--- src/rtl/ahb_to_spram.sv ---
// AHB-Lite slave bridge onto a single-port 32-bit block RAM (synchronous read, latency 1).
// Latency: zero wait state; read data appears in the data phase; writes are posted (direct or via a 1-entry buffer).
// Backpressure: none; hreadyout is tied high, and a write colliding with a read is parked in the buffer.
//
// Ports:
//   clka, rsta_n                 clock, synchronous active-low reset
//   hsel/haddr/htrans/hsize/     AHB-Lite address phase
//   hwrite/hready
//   hwdata                       AHB-Lite write data (data phase)
//   hreadyout/hresp/hrdata       AHB-Lite slave response
//   ram_en/ram_addr/ram_we/      RAM request port (byte write enables)
//   ram_wdata
//   ram_rdata                    RAM read data, valid the cycle after a read enable
module ahb_to_spram #(
  parameter int ADDR_WIDTH = 6
) (
  input  logic                  clka,
  input  logic                  rsta_n,
  input  logic                  hsel,
  input  logic [31:0]           haddr,
  input  logic [1:0]            htrans,
  input  logic [2:0]            hsize,
  input  logic                  hwrite,
  input  logic [31:0]           hwdata,
  input  logic                  hready,
  output logic                  hreadyout,
  output logic                  hresp,
  output logic [31:0]           hrdata,
  output logic                  ram_en,
  output logic [ADDR_WIDTH-1:0] ram_addr,
  output logic [3:0]            ram_we,
  output logic [31:0]           ram_wdata,
  input  logic [31:0]           ram_rdata
);

  logic                  accept;
  logic                  rd_issue;
  logic                  wr_accept;
  logic                  stash;
  logic                  drain;
  logic [3:0]            lanes;
  logic [ADDR_WIDTH-1:0] word_addr;

  logic                  rd_dphase;
  logic [ADDR_WIDTH-1:0] rd_addr;
  logic                  wr_dphase;
  logic [ADDR_WIDTH-1:0] wr_addr;
  logic [3:0]            wr_lanes;

  logic                  buf_valid;
  logic [ADDR_WIDTH-1:0] buf_addr;
  logic [3:0]            buf_we;
  logic [31:0]           buf_data;

  // Only the word-address bits and transfer-type bit 1 carry meaning here.
  logic unused_ok;
  assign unused_ok = ^{haddr[31:ADDR_WIDTH+2], htrans[0]};

  assign hreadyout = 1'b1;
  assign hresp     = 1'b0;

  assign word_addr = haddr[ADDR_WIDTH+1:2];
  assign accept    = hsel & hready & htrans[1];
  assign rd_issue  = accept & ~hwrite;
  assign wr_accept = accept & hwrite;

  // A write data phase that loses the RAM port to a read goes to the buffer;
  // the buffer drains on the next cycle where the port is otherwise unused.
  assign stash = wr_dphase & rd_issue;
  assign drain = buf_valid & ~rd_issue & ~wr_dphase;

  always_comb begin
    lanes = 4'b1111;
    case (hsize)
      3'd0:    lanes = 4'b0001 << haddr[1:0];
      3'd1:    lanes = haddr[1] ? 4'b1100 : 4'b0011;
      default: lanes = 4'b1111;
    endcase
  end

  always_ff @(posedge clka) begin
    if (!rsta_n) begin
      rd_dphase <= 1'b0;
      wr_dphase <= 1'b0;
      buf_valid <= 1'b0;
    end else begin
      rd_dphase <= rd_issue;
      wr_dphase <= wr_accept;
      if (stash) begin
        buf_valid <= 1'b1;
      end else if (drain) begin
        buf_valid <= 1'b0;
      end
    end
  end

  always_ff @(posedge clka) begin
    if (rd_issue) begin
      rd_addr <= word_addr;
    end
    if (wr_accept) begin
      wr_addr  <= word_addr;
      wr_lanes <= lanes;
    end
    if (stash) begin
      buf_addr <= wr_addr;
      buf_we   <= wr_lanes;
      buf_data <= hwdata;
    end
  end

  // RAM port arbitration: read address phase, then write data phase, then drain.
  always_comb begin
    ram_en    = 1'b0;
    ram_we    = 4'b0000;
    ram_addr  = '0;
    ram_wdata = '0;
    if (rsta_n) begin
      if (rd_issue) begin
        ram_en   = 1'b1;
        ram_addr = word_addr;
      end else if (wr_dphase) begin
        ram_en    = 1'b1;
        ram_we    = wr_lanes;
        ram_addr  = wr_addr;
        ram_wdata = hwdata;
      end else if (buf_valid) begin
        ram_en    = 1'b1;
        ram_we    = buf_we;
        ram_addr  = buf_addr;
        ram_wdata = buf_data;
      end
    end
  end

  // Bytes still parked in the buffer are newer than the RAM copy. The merge
  // uses the buffer as it stands this cycle, even if it drains at this edge.
  always_comb begin
    hrdata = '0;
    if (rsta_n && rd_dphase) begin
      for (int i = 0; i < 4; i++) begin
        if (buf_valid && buf_we[i] && (buf_addr == rd_addr)) begin
          hrdata[8*i +: 8] = buf_data[8*i +: 8];
        end else begin
          hrdata[8*i +: 8] = ram_rdata[8*i +: 8];
        end
      end
    end
  end

  // The write's own address phase always leaves the port free, so the buffer
  // is empty whenever a second stash could be needed.
  a_one_entry: assert property (@(posedge clka) disable iff (!rsta_n) stash |-> !buf_valid);

endmodule

--- config.mk ---
export PLATFORM = sky130hd
export DESIGN_NAME = ahb_to_spram
export DESIGN_NICKNAME = d
export VERILOG_FILES = /design/src/rtl/ahb_to_spram.sv
export SDC_FILE = /design/constraint.sdc
export NUM_CORES = 1
export LEC_CHECK = 0
export BUFFER_PORTS_ARGS = -buffer_cell sky130_fd_sc_hd__buf_2
export CORE_MARGIN = 2
export CORE_UTILIZATION = 45
export DETAILED_ROUTE_END_ITERATION = 12
export HOLD_SLACK_MARGIN = 0.08
export PLACE_DENSITY = 0.81
export RECOVER_POWER = 50
export REMOVE_ABC_BUFFERS = 1
export SLEW_MARGIN = 10
export SYNTH_ARGS = -nofsm -noshare
export SYNTH_HDL_FRONTEND = slang
export SYNTH_SLANG_ARGS = --single-unit
--- constraint.sdc ---
create_clock -name clka -period 3.5 [get_ports clka]
set_input_delay 1.05 -clock clka [delete_from_list [all_inputs] [get_ports clka]]
set_output_delay 1.05 -clock clka [all_outputs]
set_load 0.01 [all_outputs]
== Yosys cells after proc, flatten, opt, wreduce, memory -nomap -nowiden ==
Index checks and enable logic that the tools add are counted.

* Word-level logic and storage cells: 58
* Output and inout port bits: 77
* Register bits: 61
* Bits of input ports: 106

* Equal/unequal tests: 2
* Bitwise operators: 10
* Shift operators: 1
* Multiplexer cells: 25
* Reduce and logical (&&, ||, !) cells: 11

{| class="wikitable"
|+ Operator list
! cell !! count
|-
| 2-to-1 mux 32 bit || 5
|-
| 2-to-1 mux 8 bit || 4
|-
| 2-to-1 mux 6 bit || 4
|-
| 2-to-1 mux 4 bit || 5
|-
| logical AND 1 bit || 9
|-
| one-hot mux 4 bit (2 select lines) || 1
|-
| bitwise AND 1 bit || 7
|-
| equality test 6 bit || 1
|-
| 2-to-1 mux 1 bit || 6
|-
| left shift 1 x 2 -> 4 bit, first input constant || 1
|-
| equality test 3 x 1 -> 1 bit, second input constant || 1
|-
| logical NOT 3 bit || 1
|-
| inverter 1 bit || 3
|-
| nonzero test 2 bit || 1
|}

== Longest topological paths before layout ==
Gate-level depths: netlist of run 1.

* Depth after elaboration: 8
* Depth in mapped cells: 6
* Gate-level depth less buffers: 5

== Least setup slack after synthesis of run 1 ==
No wires, ideal clock.

* Path type: input to register
* Start: input htrans[1]
* End: register buf_addr[0], enable pin
* Data required time: 3,096 ps
* Path buffers: 1
* Arrival time: 2,693 ps
* Slack: 403 ps
* Library setup time: 404 ps
* Cell stages on the path: 5
* Cell sequence: nand3_1 -> nand2b_1 -> buf_2 -> clkinv_1 -> and2_1

* Cells in the longest elaborated chain, start to end: 3

{| class="wikitable"
|+ RTL lines
! element !! line !! text
|-
| start: declaration || 21 || <nowiki>input logic [1:0] htrans,</nowiki>
|-
| bitwise AND 1 bit || 63 || <nowiki>assign accept = hsel & hready & htrans[1];</nowiki>
|-
| bitwise AND 1 bit || 64 || <nowiki>assign rd_issue = accept & ~hwrite;</nowiki>
|-
| named net rd_issue || 37 || <nowiki>logic rd_issue;</nowiki>
|-
| bitwise AND 1 bit || 69 || <nowiki>assign stash = wr_dphase & rd_issue;</nowiki>
|-
| named net stash || 39 || <nowiki>logic stash;</nowiki>
|-
| end signal: assignment || 106 || <nowiki>buf_addr <= wr_addr;</nowiki>
|-
| end: declaration || 51 || <nowiki>logic [ADDR_WIDTH-1:0] buf_addr;</nowiki>
|}

The timed path passes the listed nets, and every way through them passes these cells.
A chain may end at the register's enable or synchronous reset.

== Worst setup path after layout of run 1 ==
* Start: register buf_addr[2]
* End: output hrdata[8]

* Cells in the longest elaborated chain, start to end: 4

{| class="wikitable"
|+ RTL lines
! element !! line !! text
|-
| equality test 6 bit || 142 || <nowiki>if (buf_valid && buf_we[i] && (buf_addr == rd_addr)) begin</nowiki>
|-
| logical AND 1 bit || 142 ||
|-
| 2-to-1 mux 8 bit || 142 ||
|-
| 2-to-1 mux 32 bit || 140 || <nowiki>if (rsta_n && rd_dphase) begin</nowiki>
|-
| end: declaration || 28 || <nowiki>output logic [31:0] hrdata,</nowiki>
|}

Every way passes these cells.

==> reports/summary.txt, run 1 <==
outcome: finished, final reports clean
FF+latch count, synth: 61
Reg-to-Reg Start: wr_dphase$_SDFF_PN0_
Port Buffers: 155
Syn Area/Cell: 10.3 um2
Final nets: 577
Skew-Pair Late Insertion Delay: 0.33 ns
initial antenna violation count: 0
routability cong.: 0.805
Final ANT Viol Nets: 0
fin crit share: 0.954
Post-CTS Resized: 0
area share of the largest cell type after synthesis: 0.533
total number of vias: 2968
CTS tree: yes
Sink Count: 61
Clk Tree Root Cell: clkbuf_8
Core ar.: 7140 um2
CTS Buf Count: 9
hold_sp: wr_addr[2]$_DFFE_PP_
HP Class: reg -> reg
peak supply drop: 0.000190 V
met2 Resource Use GR: 0.354
post-CTS setup buffers: 0
Iteration-0 DRC Markers: 134
YS warnings: 0
pin count of the biggest net entering global routing: 51
Synth area leaders: edfxtp_1, mux2i_1, nand2_1, a22oi_1, nor2_1
met1 Track Usage GR: 0.264
CP Max Fanout: 8
GRT Total Usage: 0.209
DRC violation count after routing: 0
Vias/cell: 5.16
WL final: 8470 um
final number of hold-violating endpoints: 0
Setup crit end kind: primary output
Final Worst Setup Slack: 0.161 ns
leak pwr: 0.00195 uW
Worst-path clk slew: 0.07 ns
Worst EP required: 2.45 ns
area of the die: 7970 um2
n_diodes: 0
Slew HR: 0.280
die extent in x: 89.3 um
Hold Buf Count CTS: 0
Cell Area, Synth: 3270 um2
Routed WL per cell: 14.7 um
Hold Slack: 0.454 ns
Fin Clk Skew: 0.0103 ns
fraction of layout cells with a size suffix above 1: 0.328
register area share after synthesis: 0.551
Peak Freq: 299 MHz
io pins: 183
hpwl dp: 6150 um
Global Route met3 Usage: 0.0434
Slew @ Worst Pin: 1.08 ns
htree depth: 3
gr ovfl total: 0
Synth cell types: 28
Final min period: 3.34 ns
maximum clock path buffer count: 2
vias in the first global route: 2794
max_cap viols: 0
Final Max Tran Viols: 0
drt pass-1 iters: 4
Initial Utilization: 0.458
Worst Setup Path Type: reg -> out
setup violators final: 0
area delta synth->final: 31.7%
unrepaired setup endpoints after global routing: yes
Synth Instances: 317
area leader, netlist: edfxtp_1
Arr. time, crit path: 2.29 ns
Worst Setup SP: buf_addr[2]$_DFFE_PP_
Placement Rows: 31
Pwr Density: 330 nW/um2
CP startpoint kind: flop
Setup WS pre-CTS: 0.345 ns
gr busiest metal: met2
first-pass GRT wire length: 12700 um
die height: 89.3 um
total power: 1420 uW
## power by group
group	internal (uW)	total, uW	switching, uW
Combinational	45.1	100	55.4
Sequential	804	808	3.19
Clock	252	514	262
## cell usage after synthesis
| cell type | instances |
|---|---|
| a21oi_1 | 4 |
| a221oi_1 | 5 |
| a22oi_1 | 32 |
| and2_1 | 4 |
| buf_1 | 2 |
| buf_2 | 2 |
| buf_4 | 2 |
| clkbuf_1 | 19 |
| clkinv_1 | 1 |
| conb_1 | 2 |
| dfxtp_1 | 3 |
| edfxtp_1 | 58 |
| inv_1 | 2 |
| mux2i_1 | 32 |
| nand2_1 | 71 |
| nand2b_1 | 1 |
| nand3_1 | 1 |
| nand4_2 | 4 |
| nor2_1 | 49 |
| nor2b_1 | 2 |
| nor3b_1 | 5 |
| nor4_4 | 1 |
| o211a_1 | 1 |
| o211ai_1 | 1 |
| o21a_1 | 2 |
| o21ai_0 | 4 |
| o31a_1 | 1 |
| xor2_1 | 6 |
## cells by family (layout without fill, tap and decap cells)
group	Yosys count	after routing	synth area share
compound gates	50	50	0.112
xor+xnor	6	6	0.0161
mux	32	32	0.0979
buf+inv	28	187	0.0352
other cells	2	2	0.00230
flops	61	61	0.551
simple gates	138	138	0.186
## critical path: stages (launching register included)
cell	delay, ns
edfxtp_1	0.41
xor2_1	0.21
nor4_4	0.43
nand4_2	0.45
mux2i_1	0.31
buf_2	0.16
## state kept, by name (all words and copies together) (netlist names)
register   flops
buf_valid      1
wr_dphase      1
rd_dphase      1
rd_addr        6
buf_we         4
buf_addr       6
wr_lanes       4
wr_addr        6
buf_data      32
## per-layer routing
layer  vias up  wire, um  share of wire
li1       1440         -              -
met1      1391      3500           0.41
met2       125      4320           0.51
met3        12       544          0.064
met4         0       108          0.013
met5         -         0              0
## final timing paths
path                                end  slack (ns)  depth (start not counted)
setup reg to reg  buf_data[0]$_DFFE_PP_        1.26                          3
hold reg to reg   buf_addr[2]$_DFFE_PP_        0.45                          0
hold / removal    buf_addr[2]$_DFFE_PP_        0.45                          0
setup / recovery              hrdata[8]        0.16                          5
## layout make-up
| type | instances | area, um2 |
|---|---|---|
| clock inverter | 5 | 27.5 |
| timing repair buffer | 168 | 847 |
| clock buffer | 11 | 131 |
| tap | 99 | 124 |
| multi-input combinational | 228 | 1360 |
| sequential | 61 | 1800 |
| fill | 658 | 2830 |
| inverter | 3 | 11.3 |
## layout by cell type, fill, tap and decap left out, drive strengths merged, types with 3 or more instances in the layout
cell    instances
buf           133
nand2          71
edfxtp         58
nor2           49
clkbuf         46
a22oi          32
mux2i          32
xor2            6
a221oi          5
nor3b           5
clkinv          5
o21ai           4
a21oi           4
nand4           4
and2            4
dfxtp           3
## through the flow
stage	instance area, um2	cells	util	setup TNS (ns)
after global routing	4310	575	0.604	-0.0168
after floorplan	3170	292	-	-3.98
final	4310	575	0.604	0
after CTS	4360	575	0.611	0
after detailed placement	4200	559	0.589	0
after global placement	4200	559	0.589	0
(Power assumes the default switching activity.)
==> inputs of run 2 (changes only) <==
--- a/config.mk
+++ b/config.mk
@@ -5,9 +5,11 @@
 export SDC_FILE = /design/constraint.sdc
 export NUM_CORES = 1
 export LEC_CHECK = 0
+export ABC_AREA = 1
 export BUFFER_PORTS_ARGS = -buffer_cell sky130_fd_sc_hd__buf_2
+export CAP_MARGIN = 20
 export CORE_MARGIN = 2
-export CORE_UTILIZATION = 45
+export CORE_UTILIZATION = 46
 export DETAILED_ROUTE_END_ITERATION = 12
 export HOLD_SLACK_MARGIN = 0.08
 export PLACE_DENSITY = 0.81
==> constraint.sdc (replaced) <==
create_clock -name clka -period 3.3 [get_ports clka]
set_input_delay 0.99 -clock clka [delete_from_list [all_inputs] [get_ports clka]]
set_output_delay 0.99 -clock clka [all_outputs]
set_load 0.01 [all_outputs]
==> run 2 against run 1 <==
Net effect:
- highest routed layer unchanged
- cell area increased by 5.7%
- total power rose by 15%
- sequential share of layout area is 2.2 points lower
- clock-buffer cell count decreased by 2
- utilization is 2.1 points higher
- combinational power grew 23%
- clock skew rose by 0.0014 ns
- clock power grew 27%
- non-clock buffer count increased by 1
==> reports/summary.txt, run 2 <==
outcome: finished, final reports clean
gr ovfl total: 0
Synth area leaders: edfxtp_1, nor2_1, a22oi_1, nand2_1, nand4_1
main flop type after synthesis: edfxtp_1
Fin Clk Skew: 0.0117 ns
Vias/cell: 5.09
Slew @ Worst Pin: 1.28 ns
max reg flops: 32
most numerous cell in the Yosys netlist: nor2_1
die height: 91.0 um
CP delay by family, top: buffers and inverters
GRT Total Usage: 0.230
Arr. time, crit path: 2.09 ns
io pins: 183
area delta synth->final: 30.8%
Port Buffers: 155
Slew HR: 0.145
CP startpoint kind: input port
unrepaired setup endpoints after global routing: no
worst path cell trace: buf_2, nand3_1, nor2_1, buf_4, nand2_1, inv_1, nand2_1, o21ai_0, buf_2
fin crit share: 0.933
commonest non-fill, non-tap cell in the layout: buf_2
Routed WL per cell: 14.1 um
Post-Place Cells: 657
peak supply drop: 0.000290 V
WL final: 9540 um
register area share after synthesis: 0.518
Pwr Density: 359 nW/um2
Final Max Tran Viols: 0
FF+latch count, synth: 61
area share of the largest cell type after synthesis: 0.501
ys async rst share: 0
Final min period: 3.08 ns
Iteration-0 DRC Markers: 186
setup violators final: 0
routability cong.: 0.793
area leader, netlist: edfxtp_1
pin count of the biggest net entering global routing: 41
Setup crit end kind: primary output
Fin Setup TNS: 0 ns
Skew-Pair Late Insertion Delay: 0.34 ns
vias in the first global route: 3130
Synth cell types: 23
Sink Count: 61
DRC violation count after routing: 0
Final ANT Viol Nets: 0
CTS tree: yes
critical path's slowest cell: buf_4
met1 Track Usage GR: 0.287
most frequent cells in the layout: buf_2, nor2_1, nand2_1
leak pwr: 0.00204 uW
filler instances: 674
YS warnings: 0
Bufs and invs on worst path: 4
total number of vias: 3439
fraction of layout cells with a size suffix above 1: 0.277
largest reg by FF count: buf_data
initial antenna violation count: 0
area of the die: 8280 um2
Syn Area/Cell: 8.36 um2
Initial Utilization: 0.477
Clk Tree Root Cell: clkbuf_8
Worst EP required: 2.31 ns
met2 Resource Use GR: 0.396
max_cap viols: 0
Worst-path clk slew: 0.08 ns
Synth Instances: 416
fin cells: 676
gr busiest metal: met2
Peak Freq: 325 MHz
die extent in x: 91.0 um
final number of hold-violating endpoints: 0
hpwl dp: 6830 um
drt pass-1 iters: 5
Core ar.: 7290 um2
first-pass GRT wire length: 15200 um
Global Route met3 Usage: 0.0465
Placement Rows: 31
critical path's largest stage delay: 0.19 ns
CP Max Fanout: 7
htree depth: 3
CTS Buf Count: 9
HP Class: reg -> reg
commonest cells in the synthesized netlist: nor2_1, nand2_1, edfxtp_1
maximum clock path buffer count: 2
Post-synth EDFFs: 58
Worst Setup Path Type: in -> out
n_diodes: 0
Cell Area, Synth: 3480 um2
Final nets: 678
## run 2: changes by cell type after synthesis, moves of 7 or more
cell      delta
buf_2       +11
clkbuf_1    -13
inv_1       +51
mux2i_1     -32
nand4_1     +32
nor2_1      +60
o21ai_0      +7
## run 2: layer usage
layer	vias to the layer above	part of all wire
met1	1554	0.42
met2	159	0.49
met4	0	0.014
met3	16	0.074
li1	1710	-
met5	-	0
## run 2: final cells by class
class	instances	area [um2]	area share
Clock buffer	9	124	0.0272
Clock inverter	7	66.3	0.0146
Inverter	56	210	0.0462
Timing Repair Buffer	169	858	0.189
Tap cell	99	124	0.0272
Sequential cell	61	1800	0.396
Multi-Input combinational cell	275	1370	0.300
## run 2: through the flow
step | setup slack [ns] | total power (uW) | util | instance area (um2) | hold WS [ns]
floorplan | -0.518 | 918 | - | 3370 | 0.427
global placement | 0.192 | 995 | 0.602 | 4390 | 0.428
detailed placement | 0.144 | 1000 | 0.602 | 4390 | 0.437
CTS | 0.0964 | 1650 | 0.628 | 4580 | 0.444
global route | 0.0595 | 1680 | 0.624 | 4550 | 0.460
finish | 0.221 | 1630 | 0.624 | 4550 | 0.447
## run 2: kinds of logic (layout without fill, tap and decap cells)
kind of cell              after synthesis  in the layout  synth area share
AOI/OAI and AO/OA                      54             54             0.108
xor gates and xnor gates                2              2           0.00504
other                                   2              2           0.00216
and+or+nand+nor                       217            217             0.274
DFF                                    61             61             0.518
buffers and inverters                  80            241            0.0931
## run 2: what timing repair did
| action | CTS | global route |
|---|---|---|
| gates resized for setup | 0 | 1 |
| setup endpoints to repair | 0 | 23 |
| hold buffers | 0 | 0 |
| setup buffers | 0 | 3 |
## run 2: path summary, 6_finish.rpt
kind	startpoint	endpoint	slack [ns]	depth (start not counted)
worst max-delay path	htrans[1]	ram_addr[2]	0.22	9
worst min-delay path	wr_addr[2]$_DFFE_PP_	buf_addr[2]$_DFFE_PP_	0.45	0
worst max register to register	wr_dphase$_SDFF_PN0_	buf_data[10]$_DFFE_PP_	1.12	3
worst min register to register	wr_addr[2]$_DFFE_PP_	buf_addr[2]$_DFFE_PP_	0.45	0
## run 2: power breakdown
group          internal, uW  switching, uW  leakage (uW)
clock network           343            311     0.0000887
logic                  53.7           69.0       0.00139
registers               853           3.87      0.000560
total                  1250            384       0.00204
==> inputs of run 3 (changes only) <==
--- a/config.mk
+++ b/config.mk
@@ -10,6 +10,7 @@
 export CAP_MARGIN = 20
 export CORE_MARGIN = 2
 export CORE_UTILIZATION = 46
+export CTS_BUF_LIST = sky130_fd_sc_hd__clkbuf_16
 export DETAILED_ROUTE_END_ITERATION = 12
 export HOLD_SLACK_MARGIN = 0.08
 export PLACE_DENSITY = 0.81
==> run 3 against run 2 <==
Net effect:
- non-clock buffer count is 2 higher
- sequential cell count stayed put
- clock power is 39% higher
- clock skew decreased by 0.0025 ns
- critical path depth did not move
- utilization up 1.6 points
- wire length grew 1.3%
- total power up 16%
- largest cell class unchanged
==> reports/summary.txt, run 3 (same netlist as run 2, synthesis figures left out) <==
first-pass GRT wire length: 15300 um
Hold Slack: 0.444 ns
most frequent cells in the layout: buf_2, nor2_1, nand2_1
Worst-path clk slew: 0.06 ns
Hold EP: buf_addr[2]$_DFFE_PP_
Post-Place Cells: 657
r2r setup slk: 1.13 ns
fraction of layout cells with a size suffix above 1: 0.280
worst hold path depth: 0
Final nets: 680
fin cells: 678
HP Class: reg -> reg
area delta synth->final: 34.2%
n_diodes: 0
gr ovfl total: 0
Clk Tree Root Cell: clkbuf_16
Peak Freq: 320 MHz
Slew @ Worst Pin: 1.27 ns
Final min period: 3.13 ns
final number of hold-violating endpoints: 0
Setup crit end kind: primary output
hold_sp: wr_addr[2]$_DFFE_PP_
Worst EP required: 2.31 ns
CP Max Fanout: 7
vias in the first global route: 3155
Setup WS pre-CTS: 0.144 ns
Core ar.: 7290 um2
Met1 Wirelength: 3990 um
die height: 91.0 um
GRT Total Usage: 0.230
reg2reg end: buf_data[10]$_DFFE_PP_
WL final: 9660 um
htree depth: 3
outcome: finished, final reports clean
Final Worst Setup Slack: 0.172 ns
Slew HR: 0.151
max reg flops: 32
WL met2: 4860 um
CP startpoint kind: input port
total number of vias: 3449
reg2reg path depth: 3
DRC violation count after routing: 0
leak pwr: 0.00209 uW
metal3 WL: 691 um
setup violators final: 0
area of the die: 8280 um2
maximum clock path buffer count: 2
fin crit share: 0.948
routability cong.: 0.793
filler instances: 656
Iteration-0 DRC Markers: 173
Sink Count: 61
Max Used Layer: met4
drt pass-1 iters: 4
Vias/cell: 5.09
Placement Rows: 31
Final ANT Viol Nets: 0
Initial Utilization: 0.477
commonest non-fill, non-tap cell in the layout: buf_2
peak supply drop: 0.000369 V
Routed WL per cell: 14.2 um
hpwl dp: 6830 um
initial antenna violation count: 0
Pwr Density: 406 nW/um2
CTS tree: yes
Arr. time, crit path: 2.14 ns
Reg-to-Reg Start: wr_dphase$_SDFF_PN0_
Hold Buf Count CTS: 0
unrepaired setup endpoints after global routing: no
max_cap viols: 0
Port Buffers: 155
CTS Buf Count: 9
largest reg by FF count: buf_data
Fin Clk Skew: 0.00919 ns
pin count of the biggest net entering global routing: 41
die extent in x: 91.0 um
Worst Setup Path Type: in -> out
Final Max Tran Viols: 0
Skew-Pair Late Insertion Delay: 0.32 ns
io pins: 183
## run 3: power by group
group	internal (uW)	switching, uW
combinational	54.5	69.9
sequential	855	3.88
clock	578	333
total	1490	407
## run 3: critical path, stage by stage
cell,delay (ns)
buf_2,0.07
nand3_1,0.12
nor2_1,0.15
buf_4,0.19
nand2_1,0.08
inv_1,0.21
nand2_1,0.07
o21ai_0,0.09
buf_2,0.16
## run 3: metrics by stage
step / util / cell area, um2 / power, uW / setup TNS, ns
2_1_floorplan: - / 3370 / 918 / -28.18
3_3_place_gp: 0.602 / 4390 / 995 / 0
3_5_place_dp: 0.602 / 4390 / 1000 / 0
4_1_cts: 0.642 / 4680 / 1910 / 0
5_1_grt: 0.640 / 4670 / 1950 / 0
6_report: 0.640 / 4670 / 1890 / 0
## run 3: layout make-up
cell class | instances | area, um2 | area share
flip-flops and latches | 61 | 1800 | 0.386
multi-input cells | 275 | 1370 | 0.293
repair buffers | 171 | 873 | 0.187
clock buffers | 9 | 225 | 0.0482
inverters | 56 | 210 | 0.0450
well taps | 99 | 124 | 0.0265
clock inverters | 7 | 66.3 | 0.0142
## run 3: how the worst max path moves through the flow
stage	slack, ns	from	cells after the start	end
final	0.17	htrans[1]	9	ram_addr[1]
after global placement	0.19	hsel	8	ram_we[1]
after detailed placement	0.14	hsel	8	ram_we[2]
after global routing	0.03	hsel	9	ram_addr[5]
after CTS	0.12	buf_addr[2]$_DFFE_PP_	8	hrdata[22]
after floorplan	-0.52	htrans[1]	4	buf_addr[0]$_DFFE_PP_
## run 3: metal layers
layer | GRT usage | vias to the layer above
li1 | - | 1720
met1 | 0.285 | 1569
met2 | 0.406 | 147
met3 | 0.0456 | 13
met4 | 0.0644 | 0
met5 | 0 | -
## run 3: repair_timing
item,4_1_cts,5_1_grt
resized for setup,0,1
setup buffers,0,5
setup endpoints to repair,0,13
